### config.mk
export PLATFORM = sky130hd
export DESIGN_NAME = btn_event_arbiter
export DESIGN_NICKNAME = d
export VERILOG_FILES = /design/src/rtl/btn_event_arbiter.sv
export SDC_FILE = /design/constraint.sdc
export NUM_CORES = 1
export LEC_CHECK = 0
export CAP_MARGIN = 10
export CORE_UTILIZATION = 56
export CTS_CLUSTER_SIZE = 20
export DETAILED_ROUTE_END_ITERATION = 6
export PLACE_DENSITY_LB_ADDON = 0.15
export SYNTH_ARGS = -nofsm -noshare
export SYNTH_HDL_FRONTEND = slang
export SYNTH_SLANG_ARGS = --single-unit
### constraint.sdc
create_clock -name clk -period 6.1 [get_ports clk]
set_input_delay 1.525 -clock clk [delete_from_list [all_inputs] [get_ports clk]]
set_output_delay 1.525 -clock clk [all_outputs]
set_load 0.005 [all_outputs]
### src/rtl/btn_event_arbiter.sv
// btn_event_arbiter
// Latches one-cycle button press pulses into per-button pending bits,
// round-robin arbitrates the pending presses into a small show-ahead event
// FIFO, and presents button indices to the consumer over valid/ready.
// Optional feature macro: BTN_EVT_DROP_CNT_EN adds an 8-bit saturating
// counter of merged (absorbed) presses on o_merge_cnt.
module btn_event_arbiter #(
    parameter int N_BTN      = 5,
    parameter int FIFO_DEPTH = 4,
    localparam int IDX_W     = (N_BTN > 1) ? $clog2(N_BTN) : 1
) (
    input  logic             clk,
    input  logic             reset,
    input  logic [N_BTN-1:0] i_btn_pulse,
    output logic             o_evt_valid,
    output logic [IDX_W-1:0] o_evt_idx,
    input  logic             i_evt_ready,
    output logic [N_BTN-1:0] o_pending,
    output logic             o_fifo_full,
`ifdef BTN_EVT_DROP_CNT_EN
    output logic [7:0]       o_merge_cnt,
`endif
    output logic             o_merge
);

    localparam int PTR_W = (FIFO_DEPTH > 1) ? $clog2(FIFO_DEPTH) : 1;
    localparam int CNT_W = PTR_W + 1;
    localparam logic [CNT_W-1:0] DEPTH_CNT = CNT_W'(FIFO_DEPTH);

    // Arbiter decision states: IDLE means nothing is pushed this cycle
    localparam logic [0:0] ST_IDLE  = 1'b0;
    localparam logic [0:0] ST_GRANT = 1'b1;

    logic [N_BTN-1:0] pending;
    logic [IDX_W-1:0] rr_ptr;
    logic             merge;

    logic [IDX_W-1:0] mem [FIFO_DEPTH];
    logic [PTR_W-1:0] wr_ptr;
    logic [PTR_W-1:0] rd_ptr;
    logic [CNT_W-1:0] count;

    logic [0:0]       arb_state;
    logic             grant_found;
    logic [IDX_W-1:0] grant_idx;
    logic [N_BTN-1:0] grant_mask;
    logic [IDX_W:0]   cand_wide;
    logic [IDX_W-1:0] cand;
    logic             push;
    logic             pop;
    logic             merge_hit;

    // Pick the state: grant only when something is pending and the FIFO has room
    always_comb begin
        arb_state = ST_IDLE;
        if ((pending != '0) && (count < DEPTH_CNT)) begin
            arb_state = ST_GRANT;
        end
    end

    // Search upward from rr_ptr (modulo N_BTN) for the first pending button
    always_comb begin
        grant_found = 1'b0;
        grant_idx   = '0;
        cand_wide   = '0;
        cand        = '0;
        for (int i = 0; i < N_BTN; i++) begin
            cand_wide = {1'b0, rr_ptr} + (IDX_W+1)'(i);
            if (cand_wide >= (IDX_W+1)'(N_BTN)) begin
                cand_wide = cand_wide - (IDX_W+1)'(N_BTN);
            end
            cand = cand_wide[IDX_W-1:0];
            if (!grant_found && pending[cand]) begin
                grant_found = 1'b1;
                grant_idx   = cand;
            end
        end
    end

    // Decode the grant into a one-hot mask and derive push/pop/merge strobes
    always_comb begin
        push = (arb_state == ST_GRANT) && grant_found;
        pop  = (count != '0) && i_evt_ready;
        grant_mask = '0;
        for (int k = 0; k < N_BTN; k++) begin
            grant_mask[k] = push && (grant_idx == IDX_W'(k));
        end
        merge_hit = |(i_btn_pulse & pending & ~grant_mask);
    end

    // Pending latches: a granted bit clears, but a same-cycle press re-sets it
    always_ff @(posedge clk or negedge reset) begin
        if (!reset) begin
            pending <= '0;
            merge   <= 1'b0;
        end else begin
            pending <= (pending & ~grant_mask) | i_btn_pulse;
            merge   <= merge_hit;
        end
    end

    // Round-robin pointer moves just past the most recently granted button
    always_ff @(posedge clk or negedge reset) begin
        if (!reset) begin
            rr_ptr <= '0;
        end else if (push) begin
            if (grant_idx == IDX_W'(N_BTN - 1)) begin
                rr_ptr <= '0;
            end else begin
                rr_ptr <= grant_idx + 1'b1;
            end
        end
    end

    // FIFO storage: data needs no reset because valid gates the output
    always_ff @(posedge clk) begin
        if (push) begin
            mem[wr_ptr] <= grant_idx;
        end
    end

    // FIFO pointers and occupancy; pointers wrap naturally at the power-of-two depth
    always_ff @(posedge clk or negedge reset) begin
        if (!reset) begin
            wr_ptr <= '0;
            rd_ptr <= '0;
            count  <= '0;
        end else begin
            if (push) begin
                wr_ptr <= wr_ptr + 1'b1;
            end
            if (pop) begin
                rd_ptr <= rd_ptr + 1'b1;
            end
            case ({push, pop})
                2'b10:   count <= count + 1'b1;
                2'b01:   count <= count - 1'b1;
                default: count <= count;
            endcase
        end
    end

`ifdef BTN_EVT_DROP_CNT_EN
    logic [7:0] merge_cnt;
    logic       cnt_clear;

    // Counter clears when the consumer takes a final index-0 event, emptying the FIFO
    always_comb begin
        cnt_clear = pop && (o_evt_idx == '0) && (count == CNT_W'(1)) && !push;
    end

    // Saturating count of absorbed presses; the clear condition takes priority
    always_ff @(posedge clk or negedge reset) begin
        if (!reset) begin
            merge_cnt <= '0;
        end else if (cnt_clear) begin
            merge_cnt <= '0;
        end else if (merge_hit && (merge_cnt != 8'hFF)) begin
            merge_cnt <= merge_cnt + 1'b1;
        end
    end

    assign o_merge_cnt = merge_cnt;
`endif

    assign o_evt_valid = (count != '0);
    assign o_evt_idx   = o_evt_valid ? mem[rd_ptr] : '0;
    assign o_pending   = pending;
    assign o_fifo_full = (count == DEPTH_CNT);
    assign o_merge     = merge;

endmodule

**After elaboration in Yosys (flattened, before gate mapping)**

Memory sizes are Yosys's and may differ from the RTL's.
Cells that the tools add are included.

- Register bits after elaboration: 16
- Memory bits (writable): 12
- Input bits: 8
- Output and inout bits: 11
- Logic and storage cells: 96
- Memories kept: 1

Memories:

| memory | words | width | read ports | clocked after memory_dff | wr ports | RTL line | text |
|---|---|---|---|---|---|---|---|
| mem | 4 | 3 | 1 | 0 | 1 | 38 | `logic [IDX_W-1:0] mem [FIFO_DEPTH];` |

- Add/sub/neg operators: 14
- $lt $le $gt $ge: 11
- Eq/ne operators: 7
- Muxes and demuxes: 31
- Bitwise operators: 5
- Reduce and logical (&&, ||, !) cells: 21

Operator list:

| kind | count |
|---|---|
| $mux W3 | 12 |
| $lt A3 B4 Y1 const B | 5 |
| $ge A4 B3 Y1 const B | 4 |
| $and A5 B5 Y5 | 3 |
| $bmux W1 S3 | 5 |
| $sub A3 B3 Y3 const B | 5 |
| $mux W1 | 13 |
| $logic_and A1 B1 Y1 | 12 |
| $add A3 B2 Y4 const B | 2 |
| $add A3 B1 Y3 const B | 2 |
| $eq A3 B2 Y1 const B | 2 |
| $eq A3 B3 Y1 const B | 2 |
| $pmux W3 S2 | 1 |
| $not A5 Y5 | 1 |
| $or A5 B5 Y5 | 1 |
| $reduce_bool A5 Y1 | 1 |
| $reduce_or A5 Y1 | 1 |
| $add A2 B1 Y2 const B | 2 |
| $add A3 B1 Y4 const B | 1 |
| $add A3 B3 Y4 const B | 1 |
| $logic_not A1 Y1 | 4 |
| $eq A3 B1 Y1 const B | 1 |
| $ge A3 B3 Y1 const B | 1 |
| $logic_not A3 Y1 | 1 |
| 6 further kinds | 6 |

**Logic depth before layout (Yosys ltp)**

Gate-level depths: netlist of the first run.

- Word-level depth: 22
- Depth in mapped cells: 19
- Gate-level depth less buffers: 17

**Worst setup path after synthesis of the first run**

Ideal clock, no wire load.

- Kind: reg2reg
- From: register rr_ptr[0]
- To: register merge, in the netlist o_merge
- Library setup time: 0.129 ns
- Data arrival time: 4.342 ns
- Required time: 5.971 ns
- Setup slack: 1.629 ns
- Stages on the path, launching flop included: 19
- Buffers on the path: 4
- Period minus slack after synthesis: 4.471 ns
- Path through: dfrtp_1 -> buf_2 -> buf_2 -> inv_1 -> ha_1 -> buf_2 -> buf_1 -> mux2_2 -> a21oi_1 -> o32ai_1 -> a21oi_1 -> nor3b_1 -> a221o_1 -> a32oi_1 -> inv_1 -> ha_1 -> inv_1 -> o31a_1 -> a2111o_1

- Word-level cells in the longest chain between the ends: 22
- Elaborated cells on any way between the ends: 61
- Classes of those cells: add/sub (9); order compare (5); eq/ne (4); mux (25); bitwise (2); reduce/logical (16)

RTL lines:

| element | RTL line | text |
|---|---|---|
| start: declaration | 35 | `logic [IDX_W-1:0] rr_ptr;` |
| start signal: assignment | 110 | `rr_ptr <= grant_idx + 1'b1;` |
| parallel branches: the longest is 16 deep, another holds $add A3 B1 Y4 | n/a |  |
| $mux W3 (*) | 73 | `if (!grant_found && pending[cand]) begin` |
| net grant_idx[0] | 45 | `logic [IDX_W-1:0] grant_idx;` |
| $eq A3 B1 Y1 (tied with other cells) | 86 | `grant_mask[k] = push && (grant_idx == IDX_W'(k));` |
| $logic_and A1 B1 Y1 | 86 |  |
| $not A5 Y5 (*) | 88 | `merge_hit = \|(i_btn_pulse & pending & ~grant_mask);` |
| $and A5 B5 Y5 (*) | 88 |  |
| $reduce_or A5 Y1 (*) | 88 |  |
| net merge_hit | 51 | `logic merge_hit;` |
| end signal: assignment | 98 | `merge <= merge_hit;` |
| end: declaration | 36 | `logic merge;` |

Mark *: on every way through the listed nets, which the timed path passes. The select of a mux whose other input is x is not followed.
A chain may end at the register's enable or synchronous reset.

**Final worst setup path of the first run**

- From: register rr_ptr[1]
- To: register merge, in the netlist o_merge

Same word-level chain as after synthesis.

==> out/qor.yml, run 1 <==
status: "complete, no violations"
r2r-end: "o_merge"
crit_slowest_cell: "dfrtp_1"
avgSynthCellArea_sq_um: 9.49
place_hpwl_um: 4070
worst-path-max-fanout: 14
cts-root-buf: "clkbuf_8"
num_vias: 2036
post-route-period-util: 0.820
place_congestion: 0.924
r2r-start: "rr_ptr[1]"
setup_tns_ps: 0
clk_path_buf_depth: 2
drc: 0
portBuffers: 18
hp-class: "reg2reg"
clk-insertion-delay-late_ps: 270
layout_common_cells: "18 x ha_1, 18 x clkdlybuf4s50_1, 17 x inv_1, 17 x a21oi_1, 16 x dfrtp_1"
final_nets: 302
crit_required_ps: 6250
synth_top_area_share: 0.158
fmax_ghz: 0.200
via_per_inst: 6.26
synth_area_leader_cell: "dfrtp_1"
endpoint_kind: "flop"
worst_pin_slew_ps: 778
htreeDepth: 1
post_cts.repair.setup_buffers: 0
synth_async_sr_flop_share: 0.571
crit_arrival_ps: 5150
r2r_slack_ps: 1100
clk_pin_slew_ps: 90
grt_max_degree: 41
fillers: 343
numCtsBuffers: 3
finClkSkew_ps: 3.54
netlist_area_sq_um: 2530
finalSetupViolCount: 0
cap_violations: 0
drtIter0Drc: 154
core_sq_um: 4350
drv_slew: 0
crit_path_end: "o_merge"
die_x_um: 69.3
track_usage: 0.238
synthFlopType: "dfrtp_1"
rows: 24
grt_pass1_wl_um: 9250
ys_ff_latch: 28
cp_cell_sequence: "inv_1 > ha_1 > ha_1 > a21oi_1 > mux2_2 > a21oi_1 > nor3b_1 > a221o_1 > a32oi_1 > inv_1 > ha_1 > inv_1 > o31a_1 > a2111o_1"
n_antenna_cell: 0
ys.warnings.count: 0
synth.top_cells.by_area: "dfrtp_1 16%, edfxtp_1 14%, ha_1 8.9%"
dieArea_sq_um: 4800
io_pins: 19
routed_wl_um: 5480
firstDrtPassIters: 5
min_from: "count[0]"
critPathMaxStageDelay_ps: 600
cp-startpoint: "rr_ptr[1]"
period_minus_slack_ps: 5000
start_util: 0.582
cts_resized: 0
wire_per_inst_um: 16.9
yosysUniqueCellTypes: 67
finalHoldViolCount: 0
drive_gt1_frac: 0.0916
start_kind: "flop"
worstSetupPathType: "reg2reg"
die_h_um: 69.3
synth_edf_count: 12
r2r_cells: 14
syn-num-nets: 295
grt_antenna_before_repair: 0
grt_remaining_overflow: 0
cts_tree: "built"
cts_hold_buf: 0
synth_seq_area_share: 0.300
rsz0062_at_grt: "no"
clock-sinks: 28
antenna_left: 0
area_growth_pct: 8.88
first_global_vias: 1872
relSlewSlack: 0.481
synthCells: 267
==> metrics by stage <==
step	hold WS, ps	utilization	std cells	setup slack (ps)	cell area, sq um
after floorplan	462	-	267	1630	2530
after detailed placement	488	0.618	321	1150	2690
final	500	0.634	325	1100	2760
after global routing	519	0.634	325	676	2760
after global placement	495	0.618	321	1170	2690
after CTS	501	0.634	325	1120	2760
==> layer usage <==
layer	global-route usage	up-vias	part of all wire
met3	0.0363	8	0.052
li1	-	999	-
met1	0.351	965	0.48
met2	0.375	64	0.46
met5	0	-	0
met4	0.0431	0	0.012
==> cell usage after synthesis, types with 3 or more instances <==
| library cell | number |
|---|---|
| nor2_1 | 12 |
| mux4_2 | 4 |
| edfxtp_1 | 12 |
| nor3b_1 | 4 |
| a211o_1 | 3 |
| buf_6 | 3 |
| xor2_1 | 3 |
| clkbuf_1 | 3 |
| buf_2 | 10 |
| mux2i_1 | 3 |
| nor2b_1 | 6 |
| a31oi_1 | 3 |
| nand3b_1 | 4 |
| and2_1 | 12 |
| a21o_1 | 7 |
| ha_1 | 18 |
| xnor2_1 | 8 |
| nand2b_1 | 4 |
| nand3_1 | 14 |
| dfrtp_1 | 16 |
| a21oi_1 | 17 |
| a32oi_1 | 3 |
| a22oi_1 | 3 |
| nand2_1 | 14 |
| mux2_2 | 5 |
| inv_1 | 17 |
| o21ai_0 | 6 |
==> area by class of cell <==
class                   instances  area [sq um]  share of cell area
clock inverters                 1          30.0              0.0109
multi-input cells             204          1610               0.583
clock buffers                   3          41.3              0.0150
inverters                      18          67.6              0.0245
repair buffers                 19           188              0.0680
well taps                      52          65.1              0.0236
flip-flops and latches         28           761               0.276
==> worst min-delay path by stage <==
stage	end	slack (ps)	cells past startpoint
2_1_floorplan	count[0]	460	1
3_3_place_gp	count[0]	500	1
3_5_place_dp	count[0]	490	1
4_1_cts	count[0]	500	1
5_1_grt	count[0]	520	1
6_report	count[0]	500	1
==> logic make-up after synthesis <==
group	after synthesis	synth area share
flops	28	0.300
compound gates	74	0.227
mux	12	0.0696
fa+ha+maj	20	0.105
xor+xnor	12	0.0444
simple gates	86	0.189
buf+inv	35	0.0656
==> critical path, delay by kind of cell (launching register included) <==
| family | cells | cell delay, ps |
|---|---|---|
| AOI/OAI and AO/OA | 6 | 2070 |
| and+or+nand+nor | 1 | 390 |
| adders and majority gates | 3 | 950 |
| buffers and inverters | 3 | 470 |
| muxes | 1 | 390 |
| DFF | 1 | 600 |
==> sequential cells by signal, indices dropped and copies added (netlist names) <==
register and count:
rr_ptr 3, count 3, mem 12, o_pending 5, wr_ptr 2, rd_ptr 2
o_merge 1
Power of run 1 is not shown: default switching activity piles up to over one toggle a cycle in this logic, so the estimate is an artifact.
==> run 2: changes to the inputs <==
==> constraint.sdc (replaced) <==
create_clock -name clk -period 4.9 [get_ports clk]
set_input_delay 1.225 -clock clk [delete_from_list [all_inputs] [get_ports clk]]
set_output_delay 1.225 -clock clk [all_outputs]
set_load 0.005 [all_outputs]
==> run 2 against run 1 <==
  * Setup slack worse by 780 ps
  * Non-clock buffer count grew 5
  * Global-route usage rose by 1.1 points
  * Core utilization is 0.89 points higher
  * Cell count up 1.5%
==> out/qor.yml, run 2 (same netlist as run 1, synthesis figures left out) <==
multi_input_area_sq_um: 1610  # unchanged
endpoint_kind: "flop"
start_kind: "flop"
grt_max_degree: 41  # unchanged
regMostFlops: "mem"
antenna_left: 0  # unchanged
dp.cells: 326  # +1.6%
largest_register_ff_count: 12  # unchanged
drive_gt1_frac: 0.112  # +0.0199
io_pins: 19  # unchanged
cap_violations: 0  # unchanged
first_global_vias: 1992  # +6.4%
rsz0062_at_grt: "no"
worst_pin_slew_ps: 768  # -10.2 ps
r2r-start: "rr_ptr[1]"
hold_depth: 1  # unchanged
clk-insertion-delay-late_ps: 280  # about the same
clock-sinks: 28  # unchanged
r2r_cells: 15  # +1
finClkSkew_ps: 6.12  # +2.59 ps
period_minus_slack_ps: 4580  # -421 ps
grt_pass1_wl_um: 9520  # +2.8%
place_hpwl_um: 4200  # +3.0%
cts-root-buf: "clkbuf_8"
crit_cells: 15  # +1
drc: 0  # unchanged
relSlewSlack: 0.486  # +0.00518
num_vias: 2074  # +1.9%
design_area_sq_um: 2800  # +1.4%
routed_wl_um: 5660  # +3.3%
finalSetupViolCount: 0  # unchanged
layout_common_cells: "18 x ha_1, 18 x clkdlybuf4s50_1, 17 x inv_1, 17 x a21oi_1, 15 x dfrtp_1"
path_delay_family: "compound AO/OA/AOI/OAI gates"
rows: 24  # unchanged
fin_cells: 330  # +1.5%
die_x_um: 69.3  # unchanged
firstDrtPassIters: 4  # -1
crit_slowest_cell: "dfrtp_2"
post-route-period-util: 0.935  # +0.115
place_congestion: 0.856  # -7.3%
cp-startpoint: "rr_ptr[1]"
final_nets: 307  # +1.7%
via_per_inst: 6.28  # +0.32%
drv_slew: 0  # unchanged
die_h_um: 69.3  # unchanged
start_util: 0.582  # unchanged
worst-path-max-fanout: 14  # unchanged
numCtsBuffers: 3  # unchanged
fillers: 369  # +7.6%
core_sq_um: 4350  # unchanged
portBuffers: 18  # unchanged
cts_tree: "built"
status: "complete, no violations"
dieArea_sq_um: 4800  # unchanged
fmax_ghz: 0.218  # +9.2%
htreeDepth: 1  # unchanged
hp-class: "reg2reg"
clk_pin_slew_ps: 100  # about the same
setup_tns_ps: 0  # unchanged
clk_path_buf_depth: 2  # unchanged
worstSetupPathType: "reg2reg"
grt_remaining_overflow: 0  # unchanged
path_buf_inv: 4  # +1
finalHoldViolCount: 0  # unchanged
crit_arrival_ps: 4750  # -400 ps
seq_area_sq_um: 762  # +0.16%
crit_required_ps: 5070  # -1180 ps
n_antenna_cell: 0  # unchanged
dpl_cell_area_sq_um: 2730  # +1.4%
min_from: "count[0]"
track_usage: 0.249  # +0.0105
area_growth_pct: 10.4
cts_hold_buf: 0  # unchanged
critPathMaxStageDelay_ps: 510  # -90 ps
cp_cell_sequence: "inv_1 > ha_1 > ha_1 > a21oi_1 > mux2_2 > a21oi_1 > nor3b_1 > a221o_1 > a32oi_1 > buf_4 > inv_1 > ha_1 > inv_1 > o31a_1 > a2111o_1"
grt_antenna_before_repair: 0  # unchanged
drtIter0Drc: 146  # -5.2%
wire_per_inst_um: 17.2  # +1.8%
==> run 2: cell count changes in the layout (fill, tap and decap cells not counted) <==
cell and delta:
buf_4 +5, dfrtp_1 -1, dfrtp_2 +1
==> run 2: worst paths after layout <==
check                          endpoint  slack (ps)
max in group asynchronous     rr_ptr[1]        2980
min in group asynchronous  o_pending[0]        1390
min reg2reg                    count[0]         520
max                             o_merge         320
max reg2reg                     o_merge         320
min                            count[0]         520
==> run 2: cell type report <==
class / count / share of cell area
flip-flops and latches: 28 / 0.272
inverters: 18 / 0.0241
well taps: 52 / 0.0232
clock buffers: 3 / 0.0148
repair buffers: 24 / 0.0805
clock inverters: 1 / 0.0107
multi-input cells: 204 / 0.574
==> run 2: routing by layer <==
metal | global-route usage | wire (um) | part of all wire | vias to the layer above
li1 | - | - | - | 1000
met1 | 0.356 | 2670 | 0.47 | 1015
met2 | 0.384 | 2620 | 0.46 | 49
met3 | 0.0392 | 272 | 0.048 | 10
met4 | 0.0862 | 93 | 0.016 | 0
met5 | 0 | 0 | 0 | -
==> run 2: what timing repair did <==
item / in CTS / in global routing
resized for setup: 0 / 1
endpoints found under the setup margin: 0 / 1
setup buffers: 0 / 0
==> run 2: stage by stage <==
step / setup slack, ps / hold slack [ps] / util
floorplan: 429 / 462 / -
global route: 114 / 543 / 0.643
detailed placement: 279 / 501 / 0.626
CTS: 231 / 514 / 0.643
finish: 317 / 515 / 0.643
global placement: 365 / 496 / 0.626
Power of run 2 is left out for the same reason.
==> run 3: changes to the inputs <==
--- a/config.mk
+++ b/config.mk
@@ -10,6 +10,7 @@
 export CTS_CLUSTER_SIZE = 20
 export DETAILED_ROUTE_END_ITERATION = 6
 export PLACE_DENSITY_LB_ADDON = 0.15
+export SKIP_CTS_REPAIR_TIMING = 1
 export SYNTH_ARGS = -nofsm -noshare
 export SYNTH_HDL_FRONTEND = slang
 export SYNTH_SLANG_ARGS = --single-unit
==> constraint.sdc (replaced) <==
create_clock -name clk -period 5.48 [get_ports clk]
set_input_delay 1.37 -clock clk [delete_from_list [all_inputs] [get_ports clk]]
set_output_delay 1.37 -clock clk [all_outputs]
set_load 0.005 [all_outputs]
==> run 3 against run 2 <==
  * Non-clock buffer count is 3 lower
  * Count of clock-buffer cells in the layout stayed put
  * Setup slack better by 160 ps
  * Die area stayed put
  * Worst hold slack worse by 17 ps
  * Core utilization is 0.55 points lower
  * Wire length is 4.8% higher
  * Clock skew is 1.2 ps lower
  * Fmax is 8.4% lower
  * Critical path depth is 1 lower
  * Critical endpoint unchanged
  * Sequential share of layout area is 0.19 points higher
  * Sequential cell count stayed put
==> out/qor.yml, run 3 (same netlist as run 1, synthesis figures left out) <==
grt_pass1_wl_um: 9820  # +3.2%
final_nets: 304  # -0.98%
highest_layer: "met4"
drc: 0  # unchanged
htreeDepth: 1  # unchanged
fillers: 365  # -1.1%
clk_path_buf_depth: 2  # unchanged
fin_ws_ps: 479  # +161 ps
setup_tns_ps: 0  # unchanged
drtIter0Drc: 139  # -4.8%
period_minus_slack_ps: 5000  # +419 ps
portBuffers: 18  # unchanged
place_hpwl_um: 4300  # +2.4%
drv_slew: 0  # unchanged
die_x_um: 69.3  # unchanged
fmax_ghz: 0.200  # -8.4%
rows: 24  # unchanged
place_congestion: 0.840  # -1.9%
cap_violations: 0  # unchanged
finClkSkew_ps: 4.94  # -1.18 ps
worst_pin_slew_ps: 817  # +48.9 ps
track_usage: 0.256  # +0.00727
area_growth_pct: 9.48
finalHoldViolCount: 0  # unchanged
clk_pin_slew_ps: 100  # about the same
regMostFlops: "mem"
clk-insertion-delay-late_ps: 280  # about the same
drive_gt1_frac: 0.0982  # -0.0133
preCtsSetupSlack_ps: 602  # +323 ps
clock-sinks: 28  # unchanged
post-route-period-util: 0.913  # -0.0226
design_area_sq_um: 2780  # -0.85%
relSlewSlack: 0.454  # -0.0327
crit_arrival_ps: 5170  # +420 ps
n_antenna_cell: 0  # unchanged
crit_required_ps: 5640  # +570 ps
status: "complete, no violations"
endpoint_kind: "flop"
layout_common_cells: "18 x ha_1, 18 x clkdlybuf4s50_1, 17 x inv_1, 17 x a21oi_1, 16 x dfrtp_1"
grt_max_degree: 41  # unchanged
met3WireLength_um: 317  # +17%
wl_met1_um: 2800  # +4.7%
largest_register_ff_count: 12  # unchanged
met2WireLength_um: 2780  # +6.1%
dpl_cell_area_sq_um: 2700  # -0.83%
numCtsBuffers: 3  # unchanged
start_kind: "flop"
worst-path-max-fanout: 14  # unchanged
core_sq_um: 4350  # unchanged
die_h_um: 69.3  # unchanged
io_pins: 19  # unchanged
wire_per_inst_um: 18.1  # +5.7%
via_per_inst: 6.33  # +0.77%
firstDrtPassIters: 4  # unchanged
worstSetupPathType: "reg2reg"
antenna_left: 0  # unchanged
cts_tree: "built"
cts-root-buf: "clkbuf_8"
first_global_vias: 2028  # +1.8%
routed_wl_um: 5930  # +4.8%
num_vias: 2071  # -0.14%
start_util: 0.582  # unchanged
grt_remaining_overflow: 0  # unchanged
finalSetupViolCount: 0  # unchanged
rsz0062_at_grt: "no"
grt_antenna_before_repair: 0  # unchanged
hp-class: "reg2reg"
dieArea_sq_um: 4800  # unchanged
-- run 3: cell types whose count changed in the layout (fill, tap and decap cells not counted) --
cell,change
buf_4,-3
dfrtp_1,+1
dfrtp_2,-1
-- run 3: final timing paths --
| kind | startpoint | to | slack [ps] | depth (start not counted) |
|---|---|---|---|---|
| max | rr_ptr[1] | o_merge | 480 | 14 |
| min | count[0] | count[0] | 500 | 1 |
| max reg2reg | rr_ptr[1] | o_merge | 480 | 14 |
| min reg2reg | count[0] | count[0] | 500 | 1 |
| max in group asynchronous | reset | o_pending[3] | 3420 | 1 |
| min in group asynchronous | reset | count[1] | 1560 | 1 |
-- run 3: critical path, cell delays in order, from the launching register on --
cell and delay (ps):
dfrtp_1 620, inv_1 220, ha_1 250, ha_1 460, a21oi_1 500, mux2_2 390
a21oi_1 350, nor3b_1 390, a221o_1 220, a32oi_1 260, inv_1 200, ha_1 220
inv_1 90, o31a_1 310, a2111o_1 410
-- run 3: per-layer routing --
metal | track usage | vias to the layer above
met5 | 0 | -
met3 | 0.0465 | 6
li1 | - | 997
met4 | 0.0499 | 0
met2 | 0.397 | 64
met1 | 0.377 | 1004
-- run 3: final cells by class --
type	count	area, sq um	share of cell area
multi-input cells	204	1610	0.579
flip-flops and latches	28	761	0.274
repair buffers	21	203	0.0730
inverters	18	67.6	0.0243
well taps	52	65.1	0.0234
clock buffers	3	41.3	0.0149
clock inverters	1	30.0	0.0108
-- run 3: per-stage QoR --
stage                      util  instances  hold slack [ps]
after floorplan               -        267              462
after global placement    0.621        323              497
after detailed placement  0.621        323              482
after CTS                 0.637        327              499
after global routing      0.637        327              517
final                     0.637        327              498
Power of run 3 is left out for the same reason.
